===== src/rtl/timer_sched_pkg.sv =====
// Shared definitions for the multi-channel tick scheduler.
// Register offsets, channel window geometry, CCTRL/CTRL bit positions and the scan FSM encoding.
// Imported by the prescaler, the top level and the bench.
package timer_sched_pkg;

    // Global registers (ADR[5:0])
    localparam logic [5:0] A_CTRL  = 6'h00;
    localparam logic [5:0] A_PRESC = 6'h01;
    localparam logic [5:0] A_PEND  = 6'h02;
    localparam logic [5:0] A_IE    = 6'h03;

    // Channel windows: channel n occupies CH_BASE + CH_STRIDE*n .. +7
    localparam int CH_BASE   = 8;
    localparam int CH_STRIDE = 8;

    // Offsets inside a channel window
    localparam logic [2:0] O_CCTRL = 3'd0;
    localparam logic [2:0] O_RLD0  = 3'd1;
    localparam logic [2:0] O_RLD1  = 3'd2;
    localparam logic [2:0] O_CNT0  = 3'd3;
    localparam logic [2:0] O_CNT1  = 3'd4;

    // CTRL bits
    localparam int B_RUN = 0;
    localparam int B_OVR = 7;

    // CCTRL bits
    localparam int B_EN  = 0;
    localparam int B_PER = 1;

    typedef enum logic {
        IDLE = 1'b0,
        SCAN = 1'b1
    } state_t;

    // Base address of channel n's register window
    function automatic logic [5:0] ch_base(input int n);
        return 6'(CH_BASE + CH_STRIDE * n);
    endfunction

endpackage


===== src/rtl/timer_sched_if.sv =====
// Wishbone slave bus bundle for the timer scheduler (8-bit data, 10-bit address).
// Ports: ADR/DATi/WE/CYC/STB driven by the master; DATo/ACK driven by the slave.
// Both ACK and DATo are combinational in the slave, so there are no wait states.
interface timer_sched_if;
    logic [9:0] WB_ADRi;
    logic [7:0] WB_DATi;
    logic [7:0] WB_DATo;
    logic       WB_WEi;
    logic       WB_CYCi;
    logic       WB_STBi;
    logic       WB_ACKo;

    modport master (
        output WB_ADRi, WB_DATi, WB_WEi, WB_CYCi, WB_STBi,
        input  WB_DATo, WB_ACKo
    );

    modport slave (
        input  WB_ADRi, WB_DATi, WB_WEi, WB_CYCi, WB_STBi,
        output WB_DATo, WB_ACKo
    );
endinterface


===== src/rtl/timer_sched_presc.sv =====
// Prescaler and tick latch: emits one tick every PRESC+1 clocks while RUN, parks it in tick_pend.
// Latency: tick_pend rises on the edge where pcnt==PRESC; consumed by the scan FSM one edge later.
// Backpressure: a tick arriving while tick_pend is still held is dropped and raises sticky OVR.
// Ports: i_run/i_presc from CTRL/PRESC, i_consume from the FSM, i_ovr_clr from a CTRL write,
//        o_tick_pend to the FSM, o_ovr to CTRL[7].
module timer_sched_presc (
    input  logic       clk,
    input  logic       rst_n,
    input  logic       i_run,
    input  logic [7:0] i_presc,
    input  logic       i_consume,
    input  logic       i_ovr_clr,
    output logic       o_tick_pend,
    output logic       o_ovr
);

    logic [7:0] r_pcnt;
    logic       r_tick_pend;
    logic       r_ovr;
    logic       w_tick;

    assign w_tick = i_run && (r_pcnt == i_presc);

    always_ff @(posedge clk or negedge rst_n) begin
        if (!rst_n) begin
            r_pcnt <= 8'h00;
        end else if (!i_run || w_tick) begin
            r_pcnt <= 8'h00;
        end else begin
            r_pcnt <= r_pcnt + 8'h01;
        end
    end

    // A tick that finds the latch occupied is lost, even on the edge the FSM
    // consumes the latch: the scan it would start cannot begin until the next edge anyway.
    always_ff @(posedge clk or negedge rst_n) begin
        if (!rst_n) begin
            r_tick_pend <= 1'b0;
            r_ovr       <= 1'b0;
        end else begin
            if (w_tick && !r_tick_pend) begin
                r_tick_pend <= 1'b1;
            end else if (i_consume) begin
                r_tick_pend <= 1'b0;
            end
            // Setting wins over a simultaneous firmware clear so no overrun is ever hidden.
            if (w_tick && r_tick_pend) begin
                r_ovr <= 1'b1;
            end else if (i_ovr_clr) begin
                r_ovr <= 1'b0;
            end
        end
    end

    assign o_tick_pend = r_tick_pend;
    assign o_ovr       = r_ovr;

endmodule


===== src/rtl/timer_sched.sv =====
// Multi-channel tick scheduler: NCH software timers sharing one 16-bit decrement/compare datapath.
// Latency: a channel is updated 2+idx clocks after its tick; SCHED_INT lags PEND/IE by one clock.
// Backpressure: none on the bus (zero-wait ACK); ticks arriving faster than a full scan set OVR.
// Ports: clk, rst_n (async active-low); bus = Wishbone slave (8-bit data, ADR[5:0] decoded);
//        SCHED_INT = registered OR of PEND&IE; PEND_o = PEND register mirror.
module timer_sched
    import timer_sched_pkg::*;
#(
    parameter int NCH = 4,
    parameter int CW  = 16
) (
    input  logic           clk,
    input  logic           rst_n,
    timer_sched_if.slave   bus,
    output logic           SCHED_INT,
    output logic [NCH-1:0] PEND_o
);

    localparam logic [1:0] LAST_IDX = 2'(NCH - 1);

    // Bus decode
    logic [5:0]     w_adr;
    logic [2:0]     w_off;
    logic           w_wr;
    logic [NCH-1:0] w_ch_hit;
    logic [NCH-1:0] w_cctrl_wr;
    logic [NCH-1:0] w_w1c;
    logic           w_ovr_clr;
    logic [7:0]     w_rdata;
    logic           w_unused_adr;

    // Global registers
    logic           r_run;
    logic [7:0]     r_presc;
    logic [NCH-1:0] r_pend;
    logic [NCH-1:0] r_ie;

    // Channel registers
    logic [NCH-1:0] r_en;
    logic [NCH-1:0] r_per;
    logic [CW-1:0]  r_rld [NCH];
    logic [CW-1:0]  r_cnt [NCH];

    // Scan FSM and shared datapath
    state_t         r_state;
    state_t         w_state_nxt;
    logic [1:0]     r_idx;
    logic [1:0]     w_idx_nxt;
    logic           w_consume;
    logic           w_scan_vld;
    logic           w_tick_pend;
    logic           w_ovr;
    logic [CW-1:0]  w_cur_cnt;
    logic [CW-1:0]  w_dec;
    logic           w_zero;
    logic [NCH-1:0] w_pend_set;

    // ------------------------------------------------------------------
    // Bus decode
    // ------------------------------------------------------------------
    assign w_adr        = bus.WB_ADRi[5:0];
    assign w_off        = w_adr[2:0];
    assign w_wr         = bus.WB_CYCi & bus.WB_STBi & bus.WB_WEi;
    assign bus.WB_ACKo  = bus.WB_CYCi & bus.WB_STBi;
    assign w_unused_adr = ^bus.WB_ADRi[9:6];
    assign w_ovr_clr    = w_wr && (w_adr == A_CTRL) && bus.WB_DATi[B_OVR];
    assign w_w1c        = (w_wr && (w_adr == A_PEND)) ? bus.WB_DATi[NCH-1:0] : '0;

    always_comb begin
        w_ch_hit   = '0;
        w_cctrl_wr = '0;
        for (int n = 0; n < NCH; n++) begin
            w_ch_hit[n]   = ((w_adr & 6'h38) == ch_base(n));
            w_cctrl_wr[n] = w_wr && w_ch_hit[n] && (w_off == O_CCTRL);
        end
    end

    // ------------------------------------------------------------------
    // Prescaler / tick latch
    // ------------------------------------------------------------------
    timer_sched_presc u_presc (
        .clk         (clk),
        .rst_n       (rst_n),
        .i_run       (r_run),
        .i_presc     (r_presc),
        .i_consume   (w_consume),
        .i_ovr_clr   (w_ovr_clr),
        .o_tick_pend (w_tick_pend),
        .o_ovr       (w_ovr)
    );

    // ------------------------------------------------------------------
    // Scan FSM: one channel per clock after each accepted tick
    // ------------------------------------------------------------------
    always_ff @(posedge clk or negedge rst_n) begin
        if (!rst_n) begin
            r_state <= IDLE;
            r_idx   <= 2'd0;
        end else begin
            r_state <= w_state_nxt;
            r_idx   <= w_idx_nxt;
        end
    end

    always_comb begin
        w_state_nxt = r_state;
        w_idx_nxt   = r_idx;
        w_consume   = 1'b0;
        w_scan_vld  = 1'b0;
        case (r_state)
            IDLE: begin
                if (w_tick_pend) begin
                    w_state_nxt = SCAN;
                    w_idx_nxt   = 2'd0;
                    w_consume   = 1'b1;
                end
            end
            SCAN: begin
                w_scan_vld = 1'b1;
                if (r_idx == LAST_IDX) begin
                    w_state_nxt = IDLE;
                    w_idx_nxt   = 2'd0;
                end else begin
                    w_idx_nxt = r_idx + 2'd1;
                end
            end
            default: begin
                w_state_nxt = IDLE;
                w_idx_nxt   = 2'd0;
            end
        endcase
    end

    // Shared decrement/compare on the channel currently addressed by r_idx
    assign w_cur_cnt = r_cnt[r_idx];
    assign w_zero    = (w_cur_cnt == '0);
    assign w_dec     = w_cur_cnt - CW'(1);

    // Expiry flags; a CCTRL write to the scanned channel suppresses its whole scan update.
    always_comb begin
        w_pend_set = '0;
        for (int n = 0; n < NCH; n++) begin
            w_pend_set[n] = w_scan_vld && (r_idx == 2'(n)) && r_en[n] && w_zero && !w_cctrl_wr[n];
        end
    end

    // ------------------------------------------------------------------
    // Global registers and interrupt
    // ------------------------------------------------------------------
    always_ff @(posedge clk or negedge rst_n) begin
        if (!rst_n) begin
            r_run     <= 1'b0;
            r_presc   <= 8'h00;
            r_ie      <= '0;
            r_pend    <= '0;
            SCHED_INT <= 1'b0;
        end else begin
            if (w_wr && (w_adr == A_CTRL)) begin
                r_run <= bus.WB_DATi[B_RUN];
            end
            if (w_wr && (w_adr == A_PRESC)) begin
                r_presc <= bus.WB_DATi;
            end
            if (w_wr && (w_adr == A_IE)) begin
                r_ie <= bus.WB_DATi[NCH-1:0];
            end
            // Set after clear: an expiry on the same edge as a W1C is never lost.
            r_pend    <= (r_pend & ~w_w1c) | w_pend_set;
            SCHED_INT <= |(r_pend & r_ie);
        end
    end

    assign PEND_o = r_pend;

    // ------------------------------------------------------------------
    // Channel registers
    // ------------------------------------------------------------------
    always_ff @(posedge clk or negedge rst_n) begin
        if (!rst_n) begin
            for (int n = 0; n < NCH; n++) begin
                r_en[n]  <= 1'b0;
                r_per[n] <= 1'b0;
                r_rld[n] <= '0;
                r_cnt[n] <= '0;
            end
        end else begin
            for (int n = 0; n < NCH; n++) begin
                if (w_cctrl_wr[n]) begin
                    r_en[n]  <= bus.WB_DATi[B_EN];
                    r_per[n] <= bus.WB_DATi[B_PER];
                    // Only a rising EN arms the counter; re-writing EN=1 leaves a countdown alone.
                    if (bus.WB_DATi[B_EN] && !r_en[n]) begin
                        r_cnt[n] <= r_rld[n];
                    end
                end else if (w_scan_vld && (r_idx == 2'(n)) && r_en[n]) begin
                    if (!w_zero) begin
                        r_cnt[n] <= w_dec;
                    end else if (r_per[n]) begin
                        r_cnt[n] <= r_rld[n];
                    end else begin
                        r_en[n] <= 1'b0;
                    end
                end
                if (w_wr && w_ch_hit[n] && (w_off == O_RLD0)) begin
                    r_rld[n][7:0] <= bus.WB_DATi;
                end
                if (w_wr && w_ch_hit[n] && (w_off == O_RLD1)) begin
                    r_rld[n][15:8] <= bus.WB_DATi;
                end
            end
        end
    end

    // ------------------------------------------------------------------
    // Read mux (combinational from ADR)
    // ------------------------------------------------------------------
    always_comb begin
        w_rdata = 8'h00;
        case (w_adr)
            A_CTRL: begin
                w_rdata[B_OVR] = w_ovr;
                w_rdata[B_RUN] = r_run;
            end
            A_PRESC: w_rdata = r_presc;
            A_PEND:  w_rdata[NCH-1:0] = r_pend;
            A_IE:    w_rdata[NCH-1:0] = r_ie;
            default: ;
        endcase
        for (int n = 0; n < NCH; n++) begin
            if (w_ch_hit[n]) begin
                case (w_off)
                    O_CCTRL: begin
                        w_rdata[B_EN]  = r_en[n];
                        w_rdata[B_PER] = r_per[n];
                    end
                    O_RLD0:  w_rdata = r_rld[n][7:0];
                    O_RLD1:  w_rdata = r_rld[n][15:8];
                    O_CNT0:  w_rdata = r_cnt[n][7:0];
                    O_CNT1:  w_rdata = r_cnt[n][15:8];
                    default: ;
                endcase
            end
        end
    end

    assign bus.WB_DATo = w_rdata;

endmodule


===== src/flat_wrapper.sv =====
// flat-port wrapper written by rule: the top's interface ports become plain ports
module timer_sched_flat import timer_sched_pkg::*;
#(
    parameter int NCH = 4,
    parameter int CW  = 16
)
  (clk, rst_n, SCHED_INT, PEND_o, bus_WB_ADRi, bus_WB_DATi, bus_WB_WEi, bus_WB_CYCi, bus_WB_STBi, bus_WB_DATo, bus_WB_ACKo);
  timer_sched_if bus_i ();
  input  logic clk;
  input  logic rst_n;
  output logic SCHED_INT;
  output logic [NCH-1:0] PEND_o;
  input wire logic [$bits(bus_i.WB_ADRi)-1:0] bus_WB_ADRi;
  input wire logic [$bits(bus_i.WB_DATi)-1:0] bus_WB_DATi;
  input wire logic [$bits(bus_i.WB_WEi)-1:0] bus_WB_WEi;
  input wire logic [$bits(bus_i.WB_CYCi)-1:0] bus_WB_CYCi;
  input wire logic [$bits(bus_i.WB_STBi)-1:0] bus_WB_STBi;
  output wire logic [$bits(bus_i.WB_DATo)-1:0] bus_WB_DATo;
  output wire logic [$bits(bus_i.WB_ACKo)-1:0] bus_WB_ACKo;
  assign bus_i.WB_ADRi = bus_WB_ADRi;
  assign bus_i.WB_DATi = bus_WB_DATi;
  assign bus_i.WB_WEi = bus_WB_WEi;
  assign bus_i.WB_CYCi = bus_WB_CYCi;
  assign bus_i.WB_STBi = bus_WB_STBi;
  assign bus_WB_DATo = bus_i.WB_DATo;
  assign bus_WB_ACKo = bus_i.WB_ACKo;
  timer_sched #(.NCH(NCH), .CW(CW)) u_core (.clk(clk), .rst_n(rst_n), .bus(bus_i), .SCHED_INT(SCHED_INT), .PEND_o(PEND_o));
endmodule

===== config.mk =====
export PLATFORM = sky130hd
export DESIGN_NAME = timer_sched_flat
export DESIGN_NICKNAME = d
export VERILOG_FILES = /design/src/rtl/timer_sched_pkg.sv /design/src/rtl/timer_sched_if.sv /design/src/rtl/timer_sched_presc.sv /design/src/rtl/timer_sched.sv /design/src/flat_wrapper.sv
export SDC_FILE = /design/constraint.sdc
export NUM_CORES = 1
export LEC_CHECK = 0
export CAP_MARGIN = 20
export CORE_MARGIN = 2
export CORE_UTILIZATION = 25
export CTS_BUF_LIST = sky130_fd_sc_hd__clkbuf_8
export DETAILED_ROUTE_END_ITERATION = 12
export PLACE_DENSITY_LB_ADDON = 0.12
export SYNTH_ARGS = -nofsm -noshare
export SYNTH_HDL_FRONTEND = slang
export SYNTH_SLANG_ARGS = --single-unit

===== constraint.sdc =====
create_clock -name clk -period 4.3 [get_ports clk]
set_input_delay 1.29 -clock clk [delete_from_list [all_inputs] [get_ports clk]]
set_output_delay 1.29 -clock clk [all_outputs]
set_load 0.01 [all_outputs]

==> results of run 1 <==
==> layer usage <==
layer,GRT usage (%),part of all wire [%],vias to the layer above
met4,6.18,2.4,0
met3,3.20,3.8,36
li1,-,-,3521
met1,26.8,47,3823
met2,30.0,46,144
met5,0,0,-
==> cells by family after synthesis <==
| kind of cell | share of synthesized area (%) |
|---|---|
| muxes | 18.8 |
| adders and majority gates | 0.943 |
| buffers and inverters | 3.66 |
| AOI/OAI and AO/OA | 16.0 |
| and+or+nand+nor | 13.1 |
| xor gates and xnor gates | 2.55 |
| DFF | 45.0 |
==> final cells by class <==
type	instances	area (µm²)	area share (%)
clock inverter	12	166	1.40
clock buffer	19	262	2.21
multi-input combinational	660	5150	43.5
inverter	17	63.8	0.539
timing repair buffer	141	1440	12.2
tap	468	586	4.94
sequential	167	4180	35.3
==> worst min-delay path, cell delays in order (launching register included) <==
cell     delay, ns
dfrtp_1       0.36
nand2_1       0.05
o21ai_0       0.06
==> path summary, 6_finish.rpt <==
| path | cells past startpoint | end | slack, ns | startpoint |
|---|---|---|---|---|
| max in group asynchronous | 2 | u_core.r_cnt[25] | 2.56 | rst_n |
| worst max-delay path | 9 | bus_WB_DATo[2] | -0.008 | bus_WB_ADRi[1] |
| min in group asynchronous | 1 | u_core.r_cnt[43] | 0.81 | rst_n |
| worst min register to register | 2 | u_core.u_presc.o_ovr | 0.50 | u_core.u_presc.o_ovr |
| worst min-delay path | 2 | u_core.u_presc.o_ovr | 0.50 | u_core.u_presc.o_ovr |
| worst max register to register | 9 | u_core.r_cnt[62] | 0.65 | u_core.r_idx[1] |
==> power by group through the flow <==
stage	registers [mW]	logic (mW)	clock network (mW)
6_report	1.74	0.720	1.27
5_1_grt	1.75	0.783	1.37
4_1_cts	1.74	0.724	1.31
3_5_place_dp	1.77	0.693	0
3_3_place_gp	1.77	0.696	0
2_1_floorplan	1.70	0.427	0
==> timing repair <==
action                     4_1_cts  5_1_grt
resized for setup              131       17
buffers inserted                 6        2
gates cloned                     1        0
pin swaps                       34       13
setup endpoints to repair        8        7
==> registers in the layout, indices dropped and copies added (netlist names) <==
name / flops
u_core.r_state: 1
u_core.SCHED_INT: 1
u_core.PEND_o: 4
u_core.r_run: 1
u_core.u_presc.r_pcnt: 8
u_core.r_cnt: 64
u_core.r_ie: 4
u_core.u_presc.o_tick_pend: 1
u_core.r_rld: 64
u_core.r_idx: 2
u_core.r_en: 4
u_core.r_per: 4
u_core.u_presc.o_ovr: 1
u_core.r_presc: 8
==> placed cells by master, fill, tap and decap left out, types with 20 or more instances in the layout <==
cell and count:
mux2_2 58, dfrtp_1 167, nor2_1 23, mux2i_1 69, buf_4 83, a22oi_1 26
buf_12 20, o21ai_1 34, nand2_1 126, xnor2_1 22, o21ai_0 82
==> metrics by stage <==
step / std cells / hold WS [ns] / setup WS (ns) / total power [mW] / instance area, µm²
4_1_cts: 1482 / 0.502 / -0.0275 / 3.78 / 11700
6_report: 1484 / 0.497 / -0.00816 / 3.73 / 11800
3_5_place_dp: 1445 / 0.474 / -1.18 / 2.46 / 10900
5_1_grt: 1484 / 0.532 / -0.0575 / 3.90 / 11800
2_1_floorplan: 900 / 0.448 / -0.0162 / 2.13 / 9300
3_3_place_gp: 1445 / 0.470 / -1.14 / 2.46 / 10900
==> metrics.md, run 1 <==
| Metric | Value |
|---|---|
| Vias in the first global route | 7571 |
| Area leader, netlist | dfrtp_1 |
| Worst setup EP type | output pin |
| Detail Route Antenna Nets | 0 |
| Yosys warns | 0 |
| Total GRT Usage | 19.1% |
| DRC Markers | 0 |
| Clock latency on the worst-skew pair | 0.50 ns |
| Total CTS buffers | 17 |
| Setup CP Type | primary input to output pin |
| Leak | approximately 5.2 nW |
| Post-DR vias/cell | 5.07 |
| Fillers | 3793 |
| Flops & latches, synth | between 150 and 200 |
| H-tree depth | 4 |
| Largest delay contributor family on the critical path | simple AND/OR/NAND/NOR gates |
| First-pass GRT wire length | 53800 µm |
| Crit-path most repeated cell | buf_4 |
| Sequential-to-total area share from yosys stat | 45.0% |
| Power density over the cells | 315 nW/µm² |
| WP data arrival | 3.02 ns |
| Worst-Margin Slew | 0.905 ns |
| CTS sink cnt | 167 |
| Slowest CP cell | or4_4 |
| Final setup vio count | 3 |
| Slew margin rel. | 39.5% |
| Failing checks | setup timing |
| Top-area cell type share of the netlist area | roughly 45% |
| Fin. Hold Viols | 0 |
| Wire per inst | 24.0 µm |
| First-pass iteration count of the detailed router | 6 |
| Int Pwr | 2.56 mW |
| Root buffer cell | clkbuf_8 |
| TritonCTS clock tree | built |
| Critical path required time | 3.01 ns |
| Synth cell count leaders | dfrtp_1 (167), nand2_1 (128), o21ai_0 (84) |
| Pin count of the biggest net entering global routing | 73 |
| Synth async-reset ratio | between 90% and 100% |
| Status | finished, violations left |
| Mapped Cells | 900 |
| Die height | 197 µm |
| Initial Util | 25.4% |
| P_sw | between 1 and 1.5 mW |
| Post-synth EDFFs | 0 |
| Initial antenna violation count | 0 |
| CP cell instances | buf_12 > buf_16 > or3_4 > nand3_4 > buf_4 > buf_4 > a21oi_1 > or4_4 > buf_6 |
| Clock Power Share | 33.9% |
| P&R area growth vs syn | 27.5% |
| Synthesized cell area | 9290 µm² |
| Count leader, synth | dfrtp_1 |
| Port bufs | 32 |
| Max Clk Rate | around 230 MHz |
| Maximum VDD drop | around 0.19 mV |
| GP Congestion | ~0.83 |
| Grt ovf | 0 |
| Max-cap violations | 0 |
| Core area | 36600 µm² |
| Die area | 38700 µm² |
| Gate power share | 19.3% |
| Final core utilization | approximately 32% |
| Clock skew | 0.0195 ns |
| Seq pwr share | 46.8% |
| Chip width | roughly 200 µm |
| Final slew viol count | 0 |
| Main synth FF type | dfrtp_1 |
| Cell variety after synth | 65 |
| Routed Wire Length | 35600 µm |
| CP Max Fanout | 6 |
| Fin Setup TNS | -0.0212 ns |
| Sw Share | between 30% and 40% |
| Clk buf depth | 2 |
| Clock edge transition at the registers on the reported setup and hold paths | 0.10 ns |
| Hold_buf cts | 0 |
| Period utilisation layout | 100% |
| 1st-iter DRT viols | 597 |
| Syn nets | 930 |
| Synth area leaders | dfrtp_1 (45%), mux2i_1 (7.6%), mux2_2 (7.0%) |
| CP startpoint kind | primary input |
| Post-route setup slack | -0.00816 ns |
| Final critical-path required period | 4.31 ns |
| Top-Level Pins | 37 |
| N_diodes | 0 |
| Hold crit path type | register to register |
| Core Rows | 70 |
| Bufs and invs on worst path | 5 |
| Share of cells above drive strength 1 | 30.5% |
| Final net count | 1034 |
| RSZ-0062 raised after global routing | true |
| Avg Inst Size Synth | 10.3 µm² |
| Vias | 7524 |
| DP Wirelength | 25800 µm |
| Slowest stage delay, CP | 0.49 ns |
(Power assumes the default switching activity.)
==> run 2: changes to the inputs <==
--- a/config.mk
+++ b/config.mk
@@ -5,7 +5,6 @@
 export SDC_FILE = /design/constraint.sdc
 export NUM_CORES = 1
 export LEC_CHECK = 0
-export CAP_MARGIN = 20
 export CORE_MARGIN = 2
 export CORE_UTILIZATION = 25
 export CTS_BUF_LIST = sky130_fd_sc_hd__clkbuf_8
==> results of run 2 <==
No change in the layout: final DEF, timing and power equal those of run 1.
==> run 3: changes to the inputs <==
--- a/config.mk
+++ b/config.mk
@@ -7,9 +7,11 @@
 export LEC_CHECK = 0
 export CORE_MARGIN = 2
 export CORE_UTILIZATION = 25
-export CTS_BUF_LIST = sky130_fd_sc_hd__clkbuf_8
+export CTS_BUF_LIST = sky130_fd_sc_hd__clkbuf_4 sky130_fd_sc_hd__clkbuf_8 sky130_fd_sc_hd__clkbuf_16
 export DETAILED_ROUTE_END_ITERATION = 12
 export PLACE_DENSITY_LB_ADDON = 0.12
+export REMOVE_ABC_BUFFERS = 1
+export SETUP_SLACK_MARGIN = 0.05
 export SYNTH_ARGS = -nofsm -noshare
 export SYNTH_HDL_FRONTEND = slang
 export SYNTH_SLANG_ARGS = --single-unit
==> run 3 against run 2 <==
First-iteration DRC count fell by 33%. Count of clock-buffer cells in the layout decreased by 1. Combinational power about the same. Flip-flop and latch count did not move. Hold slack better by 0.0095 ns. Cell count increased by 0.47%. Die area stayed put. Via count up 1.6%. The flow now finishes without violations. Largest power group is now clock.
==> metrics.md, run 3 (synthesized netlist as in run 1, its figures left out) <==
| Metric | Value |
|---|---|
| Status | finished, final reports clean |
| WP data arrival | 2.96 ns |
| HP Start | u_core.r_rld[1] |
| Int Pwr | ~3.0 mW |
| Maximum VDD drop | 0.261 mV |
| 1st-iter DRT viols | between 400 and 500 |
| Power density over the cells | 354 nW/µm² |
| Vias | 7642 |
| Hold crit path type | register to register |
| Share of cells above drive strength 1 | 30.7% |
| P&R area growth vs syn | 29.9% |
| Core area | 36600 µm² |
| Capturing point of the worst reg2reg path | u_core.r_cnt[63] |
| Commonest non-fill, non-tap cells in the layout | dfrtp_1 (167), nand2_1 (126), buf_4 (85) |
| Clock latency on the worst-skew pair | 0.45 ns |
| First-pass iteration count of the detailed router | 5 |
| P_sw | around 1.3 mW |
| Worst-case reg-to-reg path depth | 7 |
| DP Wirelength | 26200 µm |
| Final net count | 1040 |
| Die height | a little under 200 µm |
| Slowest CP cell | or3_4 |
| Slew margin rel. | 34.1% |
| Leak | approximately 5.3 nW |
| Initial Util | 25.4% |
| Initial antenna violation count | 0 |
| Seq pwr share | 41.0% |
| Top-Level Pins | 37 |
| CP cell instances | buf_12 > buf_12 > or3_4 > buf_4 > nand2_4 > buf_6 > o22ai_1 > or3_4 > buf_6 |
| Post-DR vias/cell | 5.13 |
| Chip width | 197 µm |
| Most common cell after layout, fill and taps aside | dfrtp_1 |
| FF-to-FF setup slack | 0.38 ns |
| Fin Setup TNS | 0 ns |
| Vias in the first global route | about 7800 |
| Final critical-path required period | 4.25 ns |
| Hold_buf cts | 0 |
| Fillers | ~3700 |
| Core Rows | 70 |
| Port bufs | 32 |
| Sw Share | 29.4% |
| CP startpoint kind | primary input |
| Clock skew | 0.0154 ns |
| DRC Markers | 0 |
| FF/Latch Area | 4180 µm² |
| Final slew viol count | 0 |
| Setup CP Type | primary input to output pin |
| Wire per inst | 24.8 µm |
| Total CTS buffers | 17 |
| Die area | between 30000 and 40000 µm² |
| Area of the multi-input gates | slightly above 5000 µm² |
| Gate power share | 16.8% |
| Pin count of the biggest net entering global routing | 65 |
| Clock Power Share | 42.2% |
| Fin. Hold Viols | 0 |
| TritonCTS clock tree | built |
| Clk buf depth | 2 |
| Hold Path Sink | u_core.r_rld[1] |
| GP Congestion | 0.817 |
| Final core utilization | 33.0% |
| Worst-Margin Slew | between 0.9 and 1 ns |
| Max-cap violations | 0 |
| N_diodes | 0 |
| Biggest regs | u_core.r_cnt: 64 flops, u_core.r_rld: 64 flops |
| Placed instance area | 10800 µm² |
| Root buffer cell | clkbuf_16 |
| First-pass GRT wire length | 54700 µm |
| CTS sink cnt | approximately 170 |
| RSZ-0062 raised after global routing | true |
| Slowest stage delay, CP | 0.44 ns |
| Routed Wire Length | 37000 µm |
| Worst setup EP type | output pin |
| Worst Hold Depth | 2 |
| CP Max Fanout | 5 |
| Critical path required time | 3.01 ns |
| Detail Route Antenna Nets | 0 |
| Clock edge transition at the registers on the reported setup and hold paths | roughly 0.060 ns |
| Total GRT Usage | around a fifth |
| Grt ovf | 0 |
| Period utilisation layout | 98.8% |
| H-tree depth | 4 |
| Final setup vio count | 0 |
| Reg2reg start | u_core.r_idx[0] |
| Post-route cell area | 12100 µm² |
| Max Clk Rate | approximately 240 MHz |
## run 3: changes by cell type in the layout (fill, tap and decap cells not counted), moves of 3 or more
cell,delta
buf_6,+13
a22oi_2,-8
clkdlybuf4s15_2,-3
clkbuf_2,+3
clkbuf_16,+18
a21oi_1,-4
a21oi_2,+4
buf_12,-3
buf_8,-4
a22oi_1,+8
clkbuf_8,-18
## run 3: stage by stage
| step | instances | hold WS, ns | power [mW] | setup WS, ns |
|---|---|---|---|---|
| finish | 1491 | 0.506 | 4.27 | 0.0503 |
| global route | 1491 | 0.540 | 4.45 | 0.0117 |
| CTS | 1485 | 0.507 | 4.32 | -0.0728 |
| detailed placement | 1445 | 0.477 | 2.47 | -1.11 |
| global placement | 1445 | 0.482 | 2.47 | -1.08 |
| floorplan | 844 | 0.447 | 2.09 | -0.897 |
## run 3: area by class of cell
class                   instances  share of cell area [%]
repair buffers                147                    12.0
flip-flops and latches        167                    34.6
inverters                      17                   0.529
well taps                     468                    4.85
multi-input cells             660                    42.4
clock buffers                  18                    3.64
clock inverters                14                    1.93
## run 3: worst max path at each step
stage / start / end / slack (ns) / depth (start not counted)
after floorplan: bus_WB_ADRi[1] / bus_WB_DATo[0] / -0.90 / 6
after global placement: bus_WB_ADRi[2] / bus_WB_DATo[1] / -1.08 / 9
after detailed placement: bus_WB_ADRi[2] / bus_WB_DATo[4] / -1.11 / 8
after CTS: bus_WB_ADRi[0] / bus_WB_DATo[4] / -0.07 / 9
after global routing: bus_WB_ADRi[0] / bus_WB_DATo[6] / 0.01 / 9
final: bus_WB_ADRi[0] / bus_WB_DATo[6] / 0.05 / 9
## run 3: routing by layer
metal / wire [µm] / vias up / GRT usage [%]
met3: 1140 / 20 / 3.41
met1: 18200 / 3953 / 28.2
li1: - / 3541 / -
met2: 17000 / 128 / 30.7
met4: 556 / 0 / 4.85
met5: 0 / - / 0
## run 3: what timing repair did
item / CTS / global route
gates resized for setup: 124 / 32
cloned: 0 / 1
pin swaps: 18 / 18
endpoints found under the setup margin: 8 / 8
buffers inserted: 9 / 7
## run 3: worst max-delay path: cells and delay by family
family	cells	cell delay, ns
and+or+nand+nor	3	0.90
AOI/OAI and AO/OA	1	0.08
buffers and inverters	5	0.67
## run 3: power by group through the flow
stage / logic, mW / registers, mW / clock network, mW
after floorplan: 0.330 / 1.76 / 0
after global placement: 0.686 / 1.78 / 0
after global routing: 0.782 / 1.76 / 1.91
final: 0.719 / 1.75 / 1.80
after CTS: 0.717 / 1.75 / 1.85
after detailed placement: 0.685 / 1.78 / 0
